### src/rtl/lif_pkg.sv
// Shared types and constants for the leaky integrate-and-fire neuron array.
package lif_pkg;

    typedef enum logic {
        LIF_MODE_RESET = 1'b0,
        LIF_MODE_SUB   = 1'b1
    } lif_mode_e;

    // leaked + input + coupling can exceed WIDTH bits by at most two bits
    localparam int LIF_SAT_EXTRA = 2;

    localparam int LIF_N_NEURONS_DEF  = 4;
    localparam int LIF_WIDTH_DEF      = 8;
    localparam int LIF_LEAK_SHIFT_DEF = 1;
    localparam int LIF_REFRAC_W_DEF   = 4;
    localparam int LIF_THRESH_RST_DEF = 200;

endpackage

### src/rtl/lif_if.sv
// Bus bundle between the neuron array and its driver: stimulus, config and observation.
interface lif_if
    import lif_pkg::*;
#(
    parameter int N_NEURONS = LIF_N_NEURONS_DEF,
    parameter int WIDTH     = LIF_WIDTH_DEF,
    parameter int REFRAC_W  = LIF_REFRAC_W_DEF
);
    localparam int SEL_W = (N_NEURONS > 1) ? $clog2(N_NEURONS) : 1;

    // No backpressure: en qualifies a neuron update and cfg_we a config load at
    // each clock edge; the array always accepts, so there is no ready signal.
    logic                          en;
    logic [N_NEURONS*WIDTH-1:0]    current;
    logic                          cfg_we;
    logic [WIDTH-1:0]              cfg_thresh;
    logic                          cfg_mode;
    logic [REFRAC_W-1:0]           cfg_refrac;
    logic [WIDTH-1:0]              cfg_weight;
    logic [SEL_W-1:0]              state_sel;
    logic [N_NEURONS-1:0]          spike;
    logic [WIDTH-1:0]              state_out;

    modport master (
        output en, current, cfg_we, cfg_thresh, cfg_mode, cfg_refrac, cfg_weight, state_sel,
        input  spike, state_out
    );

    modport slave (
        input  en, current, cfg_we, cfg_thresh, cfg_mode, cfg_refrac, cfg_weight, state_sel,
        output spike, state_out
    );

endinterface

### src/rtl/lif_cell.sv
// One leaky integrate-and-fire neuron: membrane state, refractory counter and spike flag.
module lif_cell
    import lif_pkg::*;
#(
    parameter int WIDTH      = LIF_WIDTH_DEF,
    parameter int LEAK_SHIFT = LIF_LEAK_SHIFT_DEF,
    parameter int REFRAC_W   = LIF_REFRAC_W_DEF
) (
    input  logic                clk,
    input  logic                rst_n,
    input  logic                i_en,
    input  logic [WIDTH-1:0]    i_current,
    input  logic [WIDTH-1:0]    i_thresh,
    input  lif_mode_e           i_mode,
    input  logic [REFRAC_W-1:0] i_refrac,
    input  logic [WIDTH-1:0]    i_weight,
    input  logic                i_couple,
    output logic                o_spike,
    output logic [WIDTH-1:0]    o_state
);
    localparam int SUM_W = WIDTH + LIF_SAT_EXTRA;
    localparam logic [SUM_W-1:0] SAT_MAX = {{LIF_SAT_EXTRA{1'b0}}, {WIDTH{1'b1}}};

    logic [WIDTH-1:0]    r_state;
    logic [REFRAC_W-1:0] r_refrac;
    logic                r_spike;

    logic [WIDTH-1:0]    w_leaked;
    logic [WIDTH-1:0]    w_inp;
    logic [WIDTH-1:0]    w_couple;
    logic [SUM_W-1:0]    w_sum_wide;
    logic [WIDTH-1:0]    w_sum;
    logic                w_fire;
    logic [WIDTH-1:0]    w_next_state;
    logic [REFRAC_W-1:0] w_next_refrac;

    assign w_leaked   = r_state - (r_state >> LEAK_SHIFT);
    assign w_inp      = (r_refrac != '0) ? '0 : i_current;
    assign w_couple   = i_couple ? i_weight : '0;
    assign w_sum_wide = SUM_W'(w_leaked) + SUM_W'(w_inp) + SUM_W'(w_couple);
    assign w_sum      = (w_sum_wide > SAT_MAX) ? '1 : w_sum_wide[WIDTH-1:0];
    assign w_fire     = (r_refrac == '0) && (w_sum >= i_thresh);

    always_comb begin
        w_next_state  = w_sum;
        w_next_refrac = r_refrac;
        if (w_fire) begin
            w_next_refrac = i_refrac;
            w_next_state  = (i_mode == LIF_MODE_SUB) ? (w_sum - i_thresh) : '0;
        end else if (r_refrac != '0) begin
            w_next_refrac = r_refrac - 1'b1;
        end
    end

    // Spike clears on a held cycle so every pulse lasts exactly one clock.
    always_ff @(posedge clk or negedge rst_n) begin
        if (!rst_n) begin
            r_state  <= '0;
            r_refrac <= '0;
            r_spike  <= 1'b0;
        end else if (i_en) begin
            r_state  <= w_next_state;
            r_refrac <= w_next_refrac;
            r_spike  <= w_fire;
        end else begin
            r_spike  <= 1'b0;
        end
    end

    assign o_spike = r_spike;
    assign o_state = r_state;

endmodule

### src/rtl/lif_array.sv
// Array of LIF neurons with shared runtime config, nearest-neighbour coupling and a state mux.
module lif_array
    import lif_pkg::*;
#(
    parameter int N_NEURONS  = LIF_N_NEURONS_DEF,
    parameter int WIDTH      = LIF_WIDTH_DEF,
    parameter int LEAK_SHIFT = LIF_LEAK_SHIFT_DEF,
    parameter int REFRAC_W   = LIF_REFRAC_W_DEF,
    parameter int THRESH_RST = LIF_THRESH_RST_DEF
) (
    input  logic clk,
    input  logic rst_n,
    lif_if.slave bus
);
    logic [WIDTH-1:0]    r_thresh;
    lif_mode_e           r_mode;
    logic [REFRAC_W-1:0] r_refrac;
    logic [WIDTH-1:0]    r_weight;

    logic [N_NEURONS-1:0] w_spike;
    logic [N_NEURONS-1:0] w_couple;
    logic [WIDTH-1:0]     w_state [N_NEURONS];
    logic [WIDTH-1:0]     w_state_out;

    // Cells sample the registered config, so a same-edge write only affects later edges.
    always_ff @(posedge clk or negedge rst_n) begin
        if (!rst_n) begin
            r_thresh <= WIDTH'(THRESH_RST);
            r_mode   <= LIF_MODE_RESET;
            r_refrac <= '0;
            r_weight <= '0;
        end else if (bus.cfg_we) begin
            r_thresh <= bus.cfg_thresh;
            r_mode   <= lif_mode_e'(bus.cfg_mode);
            r_refrac <= bus.cfg_refrac;
            r_weight <= bus.cfg_weight;
        end
    end

    for (genvar g = 0; g < N_NEURONS; g++) begin : g_cell
        if (g == 0) begin : g_head
            assign w_couple[g] = 1'b0;
        end else begin : g_chain
            assign w_couple[g] = w_spike[g-1];
        end

        lif_cell #(
            .WIDTH      (WIDTH),
            .LEAK_SHIFT (LEAK_SHIFT),
            .REFRAC_W   (REFRAC_W)
        ) u_cell (
            .clk       (clk),
            .rst_n     (rst_n),
            .i_en      (bus.en),
            .i_current (bus.current[g*WIDTH +: WIDTH]),
            .i_thresh  (r_thresh),
            .i_mode    (r_mode),
            .i_refrac  (r_refrac),
            .i_weight  (r_weight),
            .i_couple  (w_couple[g]),
            .o_spike   (w_spike[g]),
            .o_state   (w_state[g])
        );
    end

    // Out-of-range selects fall through to zero.
    always_comb begin
        w_state_out = '0;
        for (int k = 0; k < N_NEURONS; k++) begin
            if (int'(bus.state_sel) == k) begin
                w_state_out = w_state[k];
            end
        end
    end

    assign bus.spike     = w_spike;
    assign bus.state_out = w_state_out;

endmodule

### src/flat_wrapper.sv
// flat-port wrapper written by rule: the top's interface ports become plain ports
module lif_array_flat import lif_pkg::*;
#(
    parameter int N_NEURONS  = LIF_N_NEURONS_DEF,
    parameter int WIDTH      = LIF_WIDTH_DEF,
    parameter int LEAK_SHIFT = LIF_LEAK_SHIFT_DEF,
    parameter int REFRAC_W   = LIF_REFRAC_W_DEF,
    parameter int THRESH_RST = LIF_THRESH_RST_DEF
)
  (clk, rst_n, bus_en, bus_current, bus_cfg_we, bus_cfg_thresh, bus_cfg_mode, bus_cfg_refrac, bus_cfg_weight, bus_state_sel, bus_spike, bus_state_out);
  lif_if #(.N_NEURONS(N_NEURONS), .WIDTH(WIDTH), .REFRAC_W(REFRAC_W)) bus_i ();
  input  logic clk;
  input  logic rst_n;
  input wire logic [$bits(bus_i.en)-1:0] bus_en;
  input wire logic [$bits(bus_i.current)-1:0] bus_current;
  input wire logic [$bits(bus_i.cfg_we)-1:0] bus_cfg_we;
  input wire logic [$bits(bus_i.cfg_thresh)-1:0] bus_cfg_thresh;
  input wire logic [$bits(bus_i.cfg_mode)-1:0] bus_cfg_mode;
  input wire logic [$bits(bus_i.cfg_refrac)-1:0] bus_cfg_refrac;
  input wire logic [$bits(bus_i.cfg_weight)-1:0] bus_cfg_weight;
  input wire logic [$bits(bus_i.state_sel)-1:0] bus_state_sel;
  output wire logic [$bits(bus_i.spike)-1:0] bus_spike;
  output wire logic [$bits(bus_i.state_out)-1:0] bus_state_out;
  assign bus_i.en = bus_en;
  assign bus_i.current = bus_current;
  assign bus_i.cfg_we = bus_cfg_we;
  assign bus_i.cfg_thresh = bus_cfg_thresh;
  assign bus_i.cfg_mode = bus_cfg_mode;
  assign bus_i.cfg_refrac = bus_cfg_refrac;
  assign bus_i.cfg_weight = bus_cfg_weight;
  assign bus_i.state_sel = bus_state_sel;
  assign bus_spike = bus_i.spike;
  assign bus_state_out = bus_i.state_out;
  lif_array #(.N_NEURONS(N_NEURONS), .WIDTH(WIDTH), .LEAK_SHIFT(LEAK_SHIFT), .REFRAC_W(REFRAC_W), .THRESH_RST(THRESH_RST)) u_core (.clk(clk), .rst_n(rst_n), .bus(bus_i));
endmodule
### config.mk
export PLATFORM = sky130hd
export DESIGN_NAME = lif_array_flat
export DESIGN_NICKNAME = d
export VERILOG_FILES = /design/src/rtl/lif_pkg.sv /design/src/rtl/lif_if.sv /design/src/rtl/lif_cell.sv /design/src/rtl/lif_array.sv /design/src/flat_wrapper.sv
export SDC_FILE = /design/constraint.sdc
export NUM_CORES = 1
export LEC_CHECK = 0
export ABC_CLOCK_PERIOD_IN_PS = 7500
export BUFFER_PORTS_ARGS = -buffer_cell sky130_fd_sc_hd__clkbuf_2
export CAP_MARGIN = 20
export CORE_AREA = 2 2 130 132
export DETAILED_ROUTE_END_ITERATION = 8
export DIE_AREA = 0 0 132 134
export PLACE_DENSITY = 0.71
export SYNTH_ARGS = -nofsm -noshare
export SYNTH_HDL_FRONTEND = slang
export SYNTH_SLANG_ARGS = --single-unit
### constraint.sdc
create_clock -name clk -period 7.5 [get_ports clk]
set_input_delay 1.5 -clock clk [delete_from_list [all_inputs] [get_ports clk]]
set_output_delay 1.5 -clock clk [all_outputs]
set_load 0.05 [all_outputs]
==> results of run 1 <==
[synth_stat cells (5+ instances only)]
master	count	area share (%)
mux2_2	10	1.4
and2_1	13	0.98
o211ai_1	9	0.81
a31oi_1	14	1.1
ha_1	97	15
a21oi_1	51	3.1
nand3_1	20	1.2
or2_2	11	0.83
mux4_2	8	2.2
nor2b_1	11	0.83
nand2_1	94	4.2
dfrtp_1	70	21
xor2_1	14	1.5
nor2_1	55	2.5
and3_1	12	0.90
xnor2_1	38	4.0
o221ai_1	5	0.53
inv_1	117	5.3
o21ai_0	67	4.0
nand4_1	5	0.38
o21bai_1	11	0.99
nor3_1	27	1.6
nand2b_1	18	1.4
fa_1	36	8.6
o21a_1	11	0.99
a211oi_1	17	1.5
a221o_1	16	1.9
a21o_1	18	1.6
clkbuf_1	20	0.90
nor4_1	5	0.38
[per-layer routing]
metal	part of all wire (%)	track usage, %
met5	0	0
met4	2.0	7.07
met3	5.5	4.57
met2	48	43.9
met1	45	34.9
[per-stage QoR]
step / setup WS (ps) / hold WS (ps) / utilization [%] / area [um^2] / instances
2_1_floorplan: 1910 / 460 / - / 8340 / 982
3_3_place_gp: 1510 / 483 / 54.4 / 8860 / 1246
3_5_place_dp: 1370 / 501 / 54.4 / 8860 / 1246
4_1_cts: 1510 / 511 / 56.3 / 9170 / 1262
5_1_grt: 1030 / 533 / 56.3 / 9170 / 1262
6_report: 1510 / 520 / 56.3 / 9170 / 1262
[cell families after synthesis]
family / after synthesis / share of synthesized area [%]
AO/OA/AOI/OAI: 263 / 21.4
XOR/XNOR: 52 / 5.46
adder cells (fa/ha/maj): 133 / 23.2
buffers and inverters: 147 / 6.86
flip-flops: 73 / 22.0
multiplexers: 19 / 3.63
AND/OR/NAND/NOR: 295 / 17.5
[critical path, stage by stage, from the launching register on]
cell and delay (ps):
dfrtp_1 410, inv_1 140, ha_1 200, nor3b_1 480
buf_4 290, nand2_1 100, fa_1 520, inv_1 40
ha_1 230, fa_1 430, a21oi_1 210, o211ai_1 150
nor4_1 190, mux2i_1 260, or2_2 380, fa_1 440
a21oi_1 240, a21o_1 170, a31oi_1 200, and3_1 340
and2_1 170, a221o_1 250
[cell usage in the layout (no fill, tap or decap), types with 10 or more instances in the layout]
cell type,Yosys,final
xnor2_1,38,38
and2_1,13,13
o21a_1,11,11
ha_1,97,97
nor2b_1,11,11
nand2_1,94,94
o21ai_0,67,67
nor2_1,55,55
or2_2,11,11
nor3_1,27,27
xor2_1,14,14
a31oi_1,14,14
clkbuf_2,0,69
fa_1,36,36
a221o_1,16,16
a21oi_1,51,51
nand3_1,20,20
a21o_1,18,18
inv_1,117,117
dfrtp_1,70,70
nand2b_1,18,18
and3_1,12,12
o21bai_1,11,11
a211oi_1,17,17
mux2_2,10,10
[registers in the layout (all words and copies together), names as in the netlist]
| register | flops |
|---|---|
| u_core.r_mode | 1 |
| u_core.g_cell.u_cell.o_spike | 4 |
| u_core.r_refrac | 4 |
| u_core.g_cell.u_cell.r_refrac | 16 |
| u_core.r_weight | 8 |
| u_core.r_thresh | 8 |
| u_core.g_cell.u_cell.o_state | 32 |
[final timing paths]
| check | to | slack, ps | cells after the start |
|---|---|---|---|
| max in group asynchronous | u_core.r_weight[5]$_DFFE_PN0P_ | 5550 | 1 |
| worst min register to register | u_core.g_cell[0].u_cell.r_refrac[3]$_DFFE_PN0P_ | 520 | 1 |
| worst min-delay path | u_core.g_cell[0].u_cell.r_refrac[3]$_DFFE_PN0P_ | 520 | 1 |
| min in group asynchronous | u_core.g_cell[0].u_cell.o_state[1]$_DFFE_PN0P_ | 1290 | 1 |
| worst max register to register | u_core.g_cell[1].u_cell.o_state[4]$_DFFE_PN0P_ | 1510 | 21 |
| worst max-delay path | u_core.g_cell[1].u_cell.o_state[4]$_DFFE_PN0P_ | 1510 | 21 |
[cell type report]
class                   count  area share, %
multi-input cells         762           64.7
well taps                 220           3.00
clock buffers              10           2.61
inverters                 117           4.79
repair buffers             74           4.17
flip-flops and latches     73           20.0
clock inverters             6          0.791
==> results.toml, run 1 <==
[run_status]
outcome = "finished clean"

[global_route]
antenna_found_initial = 0
grt_pass1_vias = 7008
grt_max_degree = 74
grt_usage_pct = 26.1
grt_first_pass_wirelength_mm = 36.3
overflow = 0

[critical_path]
cp.required_ps = 7730
cp_max_fo = 10
critPathKind = "reg2reg"
r2r-start = "u_core.g_cell[1].u_cell.r_refrac[0]$_DFFE_PN0P_"
critPathLaunchType = "flop"
startpoint = "u_core.g_cell[1].u_cell.r_refrac[0]$_DFFE_PN0P_"
worstPathArrival_ps = 6220
endpoint_kind = "flop"

[job]
cap_violations = 0

[logic_synthesis]
yosys_warnings = 0
synth_edf_count = 0
synthDistinctLibCells = 73
ys.flop_type = "dfrtp_1"
synth_seq_area_share_pct = 22.0
syn_avg_cell_area_um2 = 8.49
syn_inst = 982
synth_seq_cells = 73
synthesis.nets = 1174
synth_area_um2 = 8340
async_flop_share_pct = 100

[clocking]
cts_tree = "built"
cts_hold_buffers = 0
cts_buffers = 9
ctsRootBufferMaster = "clkbuf_16"
clk_latency_ps = 350
clkSinkCount = 73
clk_pin_slew_worst_paths_ps = 70
cts-resized-gates = 0
postCtsSetupRepairBufs = 0
clockBufferDepth = 2
cts.htree.levels = 3

[routing]
drcViolationCount = 0
drtAntennaViolNets = 0
wl_per_cell_um = 17.8
drtIter0Drc = 539
drt-total-wl_mm = 22.4
num_vias = 7373
drt_pre_antenna_iters = 5
viasPerCell = 5.84

[floorplanning]
rows = 47
coreArea_um2 = 16300
die_h_um = 134
dieArea_um2 = 17700
ios = 71
die_w_um = 132
initial_core_util_pct = 51.2

[cells_and_area]
diodes = 0
multiInputGateArea_um2 = 5930
regArea_um2 = 1830
fin_nets = 1229
area_growth_syn_to_layout_pct = 10.0
fillers = 1515
drive_gt1_share_pct = 12.9

[sta]
min_period_ps = 5990
tightest_slew_ps = 985
slew_headroom_pct = 34.3
skew_ps = 9.78
setup_tns_ps = 0
hold_viol = 0
fin_crit_sh_pct = 79.9
rsz0062_at_grt = "no"
setup_viol = 0
slew_viol_final = 0
timing.fmax_mhz = 167

[min_path]
worstHoldStart = "u_core.g_cell[0].u_cell.r_refrac[3]$_DFFE_PN0P_"
hp-class = "reg2reg"

[placed_design]
gp_congestion = 0.931
dp_hpwl_mm = 17.6
io_buffers = 70
Power of run 1 is not shown: default switching activity piles up to over one toggle a cycle in this logic, so the estimate is an artifact.
==> run 2, diff against run 1 <==
ABC_CLOCK_PERIOD_IN_PS = 6220   (was 7500)
clock period = 6.22 ns   (was 7.5 ns; I/O delays follow)
==> run 2 against run 1 <==
Net effect:
- sequential share of layout area fell by 0.060 points
- non-clock buffer count rose by 2
- maximum frequency rose by 3.7%
- highest routed layer unchanged
==> results.toml, run 2 (synthesis results as in run 1) <==
[run_status]
outcome = "finished clean"

[critical_path]
critPathLaunchType = "flop"
critPathKind = "reg2reg"
critPathMostFrequentCell = "fa_1"
worstPathArrival_ps = 5990
cp_slowest_stage_delay_ps = 450
crit_family = "adder cells"
path_cells = "inv_1 -> ha_1 -> fa_1 -> nor2b_1 -> o21ai_0 -> nand2b_1 -> a21o_1 -> a21oi_1 -> xnor2_1 -> fa_1 -> ha_1 -> nor3b_2 -> nand2b_1 -> o21ai_1 -> a41oi_1 -> or2_2 -> fa_1 -> a211oi_1 -> nor2_1 -> o311ai_4 -> and2_1 -> o21ai_0 -> o311ai_0"
endpoint_kind = "flop"
regToRegSetupSlack_ps = 440
worst_path_max_delay_cell = "dfrtp_1"
crit_buf_inv = 1
cp_max_fo = 9
cp.required_ps = 6430

[routing]
wl_per_cell_um = 18.3
num_vias = 7505
drt_pre_antenna_iters = 5
viasPerCell = 5.93
drcViolationCount = 0
drtIter0Drc = 657
drtAntennaViolNets = 0
drt-total-wl_mm = 23.1

[cells_and_area]
layout_common_cells = "inv_1 (117), ha_1 (97), nand2_1 (94)"
area_growth_syn_to_layout_pct = 10.4
fin_cells = 1265
drive_gt1_share_pct = 13.2
fillers = 1511
final_util_pct = 56.5
fin_nets = 1231
largest_reg_flops = 32
final_common_cell = "inv_1"

[clocking]
cts_buffers = 9
cts_tree = "built"
clk_pin_slew_worst_paths_ps = 70
clkSinkCount = 73
clk_latency_ps = 350
cts-resized-gates = 0
ctsRootBufferMaster = "clkbuf_16"
cts_hold_buffers = 0
clockBufferDepth = 2
postCtsSetupRepairBufs = 0
cts.htree.levels = 3

[job]
cap_violations = 0

[placed_design]
gp_congestion = 0.975
io_buffers = 70
place_ws_ps = 352
placedCellCount = 1248
dp_hpwl_mm = 18.0

[min_path]
hp-class = "reg2reg"

[floorplanning]
initial_core_util_pct = 51.2
die_w_um = 132
die_h_um = 134
ios = 71
coreArea_um2 = 16300
dieArea_um2 = 17700
rows = 47

[sta]
setup_viol = 0
hold_viol = 0
min_period_ps = 5780
skew_ps = 9.61
timing.fmax_mhz = 173
slew_headroom_pct = 33.6
fin_crit_sh_pct = 92.9
slew_viol_final = 0
rsz0062_at_grt = "no"
setup_ws_ps = 443
tightest_slew_ps = 996
setup_tns_ps = 0

[global_route]
grt_first_pass_wirelength_mm = 37.9
grt_usage_pct = 27.1
antenna_found_initial = 0
grt_pass1_vias = 7492
grt_max_degree = 74
overflow = 0
## run 2: changes by cell type in the layout (fill, tap and decap cells not counted)
| cell | delta |
|---|---|
| buf_4 | +2 |
| and2_0 | -1 |
| and2_1 | +1 |
| clkinv_4 | +1 |
| clkinvlp_4 | -1 |
| diode_2 | +1 |
| mux2i_1 | -1 |
| mux2i_2 | +1 |
| nor3b_1 | -1 |
| nor3b_2 | +1 |
## run 2: final cells by class
class	count	area (um^2)	share of cell area, %
diodes	1	2.50	0.0272
clock buffers	10	239	2.60
clock inverters	6	73.8	0.802
inverters	117	439	4.77
multi-input cells	762	5940	64.6
flip-flops and latches	73	1830	19.9
well taps	220	275	2.99
repair buffers	76	398	4.32
## run 2: through the flow
stage          cell area [um^2]  hold WS [ps]
6_report                   9200           498
3_5_place_dp               8880           491
2_1_floorplan              8340           460
4_1_cts                    9190           499
5_1_grt                    9200           524
3_3_place_gp               8880           485
## run 2: worst register-to-register path, stage by stage, from the launching register on
cell and delay, ps:
dfrtp_1 450, inv_1 70, ha_1 230, fa_1 410, nor2b_1 120, o21ai_0 80, nand2b_1 110, a21o_1 120
a21oi_1 70, xnor2_1 210, fa_1 440, ha_1 250, nor3b_2 310, nand2b_1 90, o21ai_1 190, a41oi_1 150
or2_2 410, fa_1 450, a211oi_1 290, nor2_1 160, o311ai_4 420, and2_1 320, o21ai_0 140, o311ai_0 150
## run 2: worst paths after layout
| path | startpoint | cells past startpoint | to |
|---|---|---|---|
| worst max-delay path | u_core.g_cell[2].u_cell.o_state[0]$_DFFE_PN0P_ | 23 | u_core.g_cell[2].u_cell.o_state[0]$_DFFE_PN0P_ |
| worst min-delay path | u_core.g_cell[0].u_cell.r_refrac[3]$_DFFE_PN0P_ | 1 | u_core.g_cell[0].u_cell.r_refrac[3]$_DFFE_PN0P_ |
| worst max register to register | u_core.g_cell[2].u_cell.o_state[0]$_DFFE_PN0P_ | 23 | u_core.g_cell[2].u_cell.o_state[0]$_DFFE_PN0P_ |
| worst min register to register | u_core.g_cell[0].u_cell.r_refrac[3]$_DFFE_PN0P_ | 1 | u_core.g_cell[0].u_cell.r_refrac[3]$_DFFE_PN0P_ |
| max in group asynchronous | rst_n | 1 | u_core.g_cell[1].u_cell.r_refrac[3]$_DFFE_PN0P_ |
| min in group asynchronous | rst_n | 1 | u_core.g_cell[0].u_cell.o_state[2]$_DFFE_PN0P_ |
## run 2: layer usage
layer / GRT usage (%) / vias up / wire length, um
met4: 10.4 / 0 / 635
met3: 4.72 / 43 / 1570
li1: - / 3604 / -
met1: 35.6 / 3583 / 10100
met5: 0 / - / 0
met2: 45.0 / 275 / 10800
Power of run 2 is left out for the same reason.
==> run 3, diff against run 2 <==
ABC_CLOCK_PERIOD_IN_PS = 5650   (was 6220)
clock period = 5.65 ns   (was 6.22 ns; I/O delays follow)
==> run 3 against run 2 <==
Net effect:
- maximum frequency up 6.9%
- final area is 2.5% higher
- via count increased by 0.71%
- routed wire length increased by 1.2%
- sequential share of layout area is 0.46 points lower
- global-route usage shrank 0.78 points
- largest cell class unchanged
==> results.toml, run 3 (synthesis results as in run 1) <==
[run_status]
outcome = "finished clean"

[sta]
slew_viol_final = 0
rsz0062_at_grt = "yes"
tightest_slew_ps = 963
fin_crit_sh_pct = 95.7
hold_viol = 0
min_period_ps = 5410
skew_ps = 11.3
setup_viol = 0
slew_headroom_pct = 35.8
timing.fmax_mhz = 185

[clocking]
clk_pin_slew_worst_paths_ps = 70
clk_latency_ps = 350
clockBufferDepth = 2
clkSinkCount = 73
ctsRootBufferMaster = "clkbuf_16"
cts_buffers = 9
cts_tree = "built"
cts.htree.levels = 3

[floorplanning]
ios = 71
die_h_um = 134
die_w_um = 132
dieArea_um2 = 17700
rows = 47
coreArea_um2 = 16300
initial_core_util_pct = 51.2

[global_route]
grt_first_pass_wirelength_mm = 36.7
overflow = 0
grt_max_degree = 74
grt_pass1_vias = 7093
antenna_found_initial = 0
grt_usage_pct = 26.4

[critical_path]
cp.required_ps = 5880
critPathLaunchType = "flop"
r2r-start = "u_core.g_cell[2].u_cell.o_state[1]$_DFFE_PN0P_"
reg2reg_to = "u_core.g_cell[2].u_cell.o_state[4]$_DFFE_PN0P_"
regToRegSetupSlack_ps = 240
cp_max_fo = 9
critPathKind = "reg2reg"
worstPathArrival_ps = 5630
ff2ff_path_depth = 22
endpoint_kind = "flop"

[min_path]
holdPathStages = 1
hp-class = "reg2reg"
worstHoldStart = "u_core.g_cell[0].u_cell.r_refrac[3]$_DFFE_PN0P_"
whs_endpoint = "u_core.g_cell[0].u_cell.r_refrac[3]$_DFFE_PN0P_"

[cells_and_area]
fin_nets = 1251
final_common_cell = "inv_1"
drive_gt1_share_pct = 16.9
fin_cells = 1284
final_util_pct = 57.9
layout_common_cells = "inv_1 (117), ha_1 (96), nand2_1 (94)"
area_growth_syn_to_layout_pct = 13.1
design_area_um2 = 9430
largest_reg_flops = 32
diodes = 0

[placed_design]
dp_hpwl_mm = 18.4
io_buffers = 70
postPlaceCellArea_um2 = 8990
placedCellCount = 1263
gp_congestion = 0.926

[job]
cap_violations = 0

[routing]
drt-total-wl_mm = 23.4
viasPerCell = 5.89
num_vias = 7558
drtAntennaViolNets = 0
wl_per_cell_um = 18.2
drt_pre_antenna_iters = 5
drcViolationCount = 0
drtIter0Drc = 584
==> run 3: cell count changes in the layout (fill, tap and decap cells not counted), sizes merged <==
cell	delta
buf	+20
clkinv	-2
inv	+2
clkbuf	-1
clkinvlp	+1
diode	-1
==> run 3: per-stage QoR <==
step                setup TNS [ps]  setup slack [ps]  hold WS [ps]
floorplan                        0               345           460
global placement                 0               126           485
detailed placement           -3.25             -3.25           499
CTS                              0              29.9           510
global route                 -62.3             -25.8           533
finish                           0               243           511
==> run 3: worst max-delay path, stage by stage, from the launching register on <==
cell and delay (ps):
dfrtp_2 440, ha_1 220, fa_1 420, nor2b_1 130
o21ai_0 90, nand2b_1 120, a21o_1 120, a21oi_1 70
xnor2_1 230, fa_1 440, ha_1 260, nor4_2 370
a41oi_2 270, nor2_1 180, ha_1 160, inv_1 60
fa_2 370, a211oi_2 280, nor2_2 120, o311ai_4 400
buf_4 200, nor4_1 60, a221o_1 280
==> run 3: final cells by class <==
cell class | instances | area [um^2]
tap | 220 | 275
timing repair buffer | 96 | 552
sequential | 73 | 1830
clock inverter | 7 | 81.3
inverter | 117 | 439
fill | 1471 | 6860
multi-input combinational | 762 | 6020
clock buffer | 9 | 225
==> run 3: worst max path at each step <==
| stage | cells after the start | slack [ps] | endpoint | startpoint |
|---|---|---|---|---|
| after floorplan | 19 | 350 | u_core.g_cell[2].u_cell.o_state[3]$_DFFE_PN0P_ | u_core.g_cell[2].u_cell.r_refrac[0]$_DFFE_PN0P_ |
| after global placement | 23 | 130 | u_core.g_cell[2].u_cell.o_state[0]$_DFFE_PN0P_ | u_core.g_cell[2].u_cell.o_state[0]$_DFFE_PN0P_ |
| after detailed placement | 23 | -3 | u_core.g_cell[2].u_cell.o_state[0]$_DFFE_PN0P_ | u_core.g_cell[2].u_cell.o_state[0]$_DFFE_PN0P_ |
| after CTS | 23 | 30 | u_core.g_cell[2].u_cell.o_state[0]$_DFFE_PN0P_ | u_core.g_cell[2].u_cell.o_state[0]$_DFFE_PN0P_ |
| after global routing | 27 | -30 | u_core.g_cell[3].u_cell.r_refrac[2]$_DFFE_PN0P_ | u_core.g_cell[3].u_cell.o_state[0]$_DFFE_PN0P_ |
| final | 22 | 240 | u_core.g_cell[2].u_cell.o_state[4]$_DFFE_PN0P_ | u_core.g_cell[2].u_cell.o_state[1]$_DFFE_PN0P_ |
==> run 3: what timing repair did <==
action | CTS | global route
pin swaps | 0 | 9
endpoints found under the hold margin | 0 | 0
hold buffers | 0 | 0
gates resized for setup | 1 | 32
endpoints found under the setup margin | 1 | 33
setup buffers | 0 | 5
==> run 3: per-layer routing <==
layer	track usage, %	routed length [um]
met5	0	0
met4	8.33	595
met3	3.17	1260
met2	44.3	11000
met1	35.7	10500
Power of run 3 is left out for the same reason.
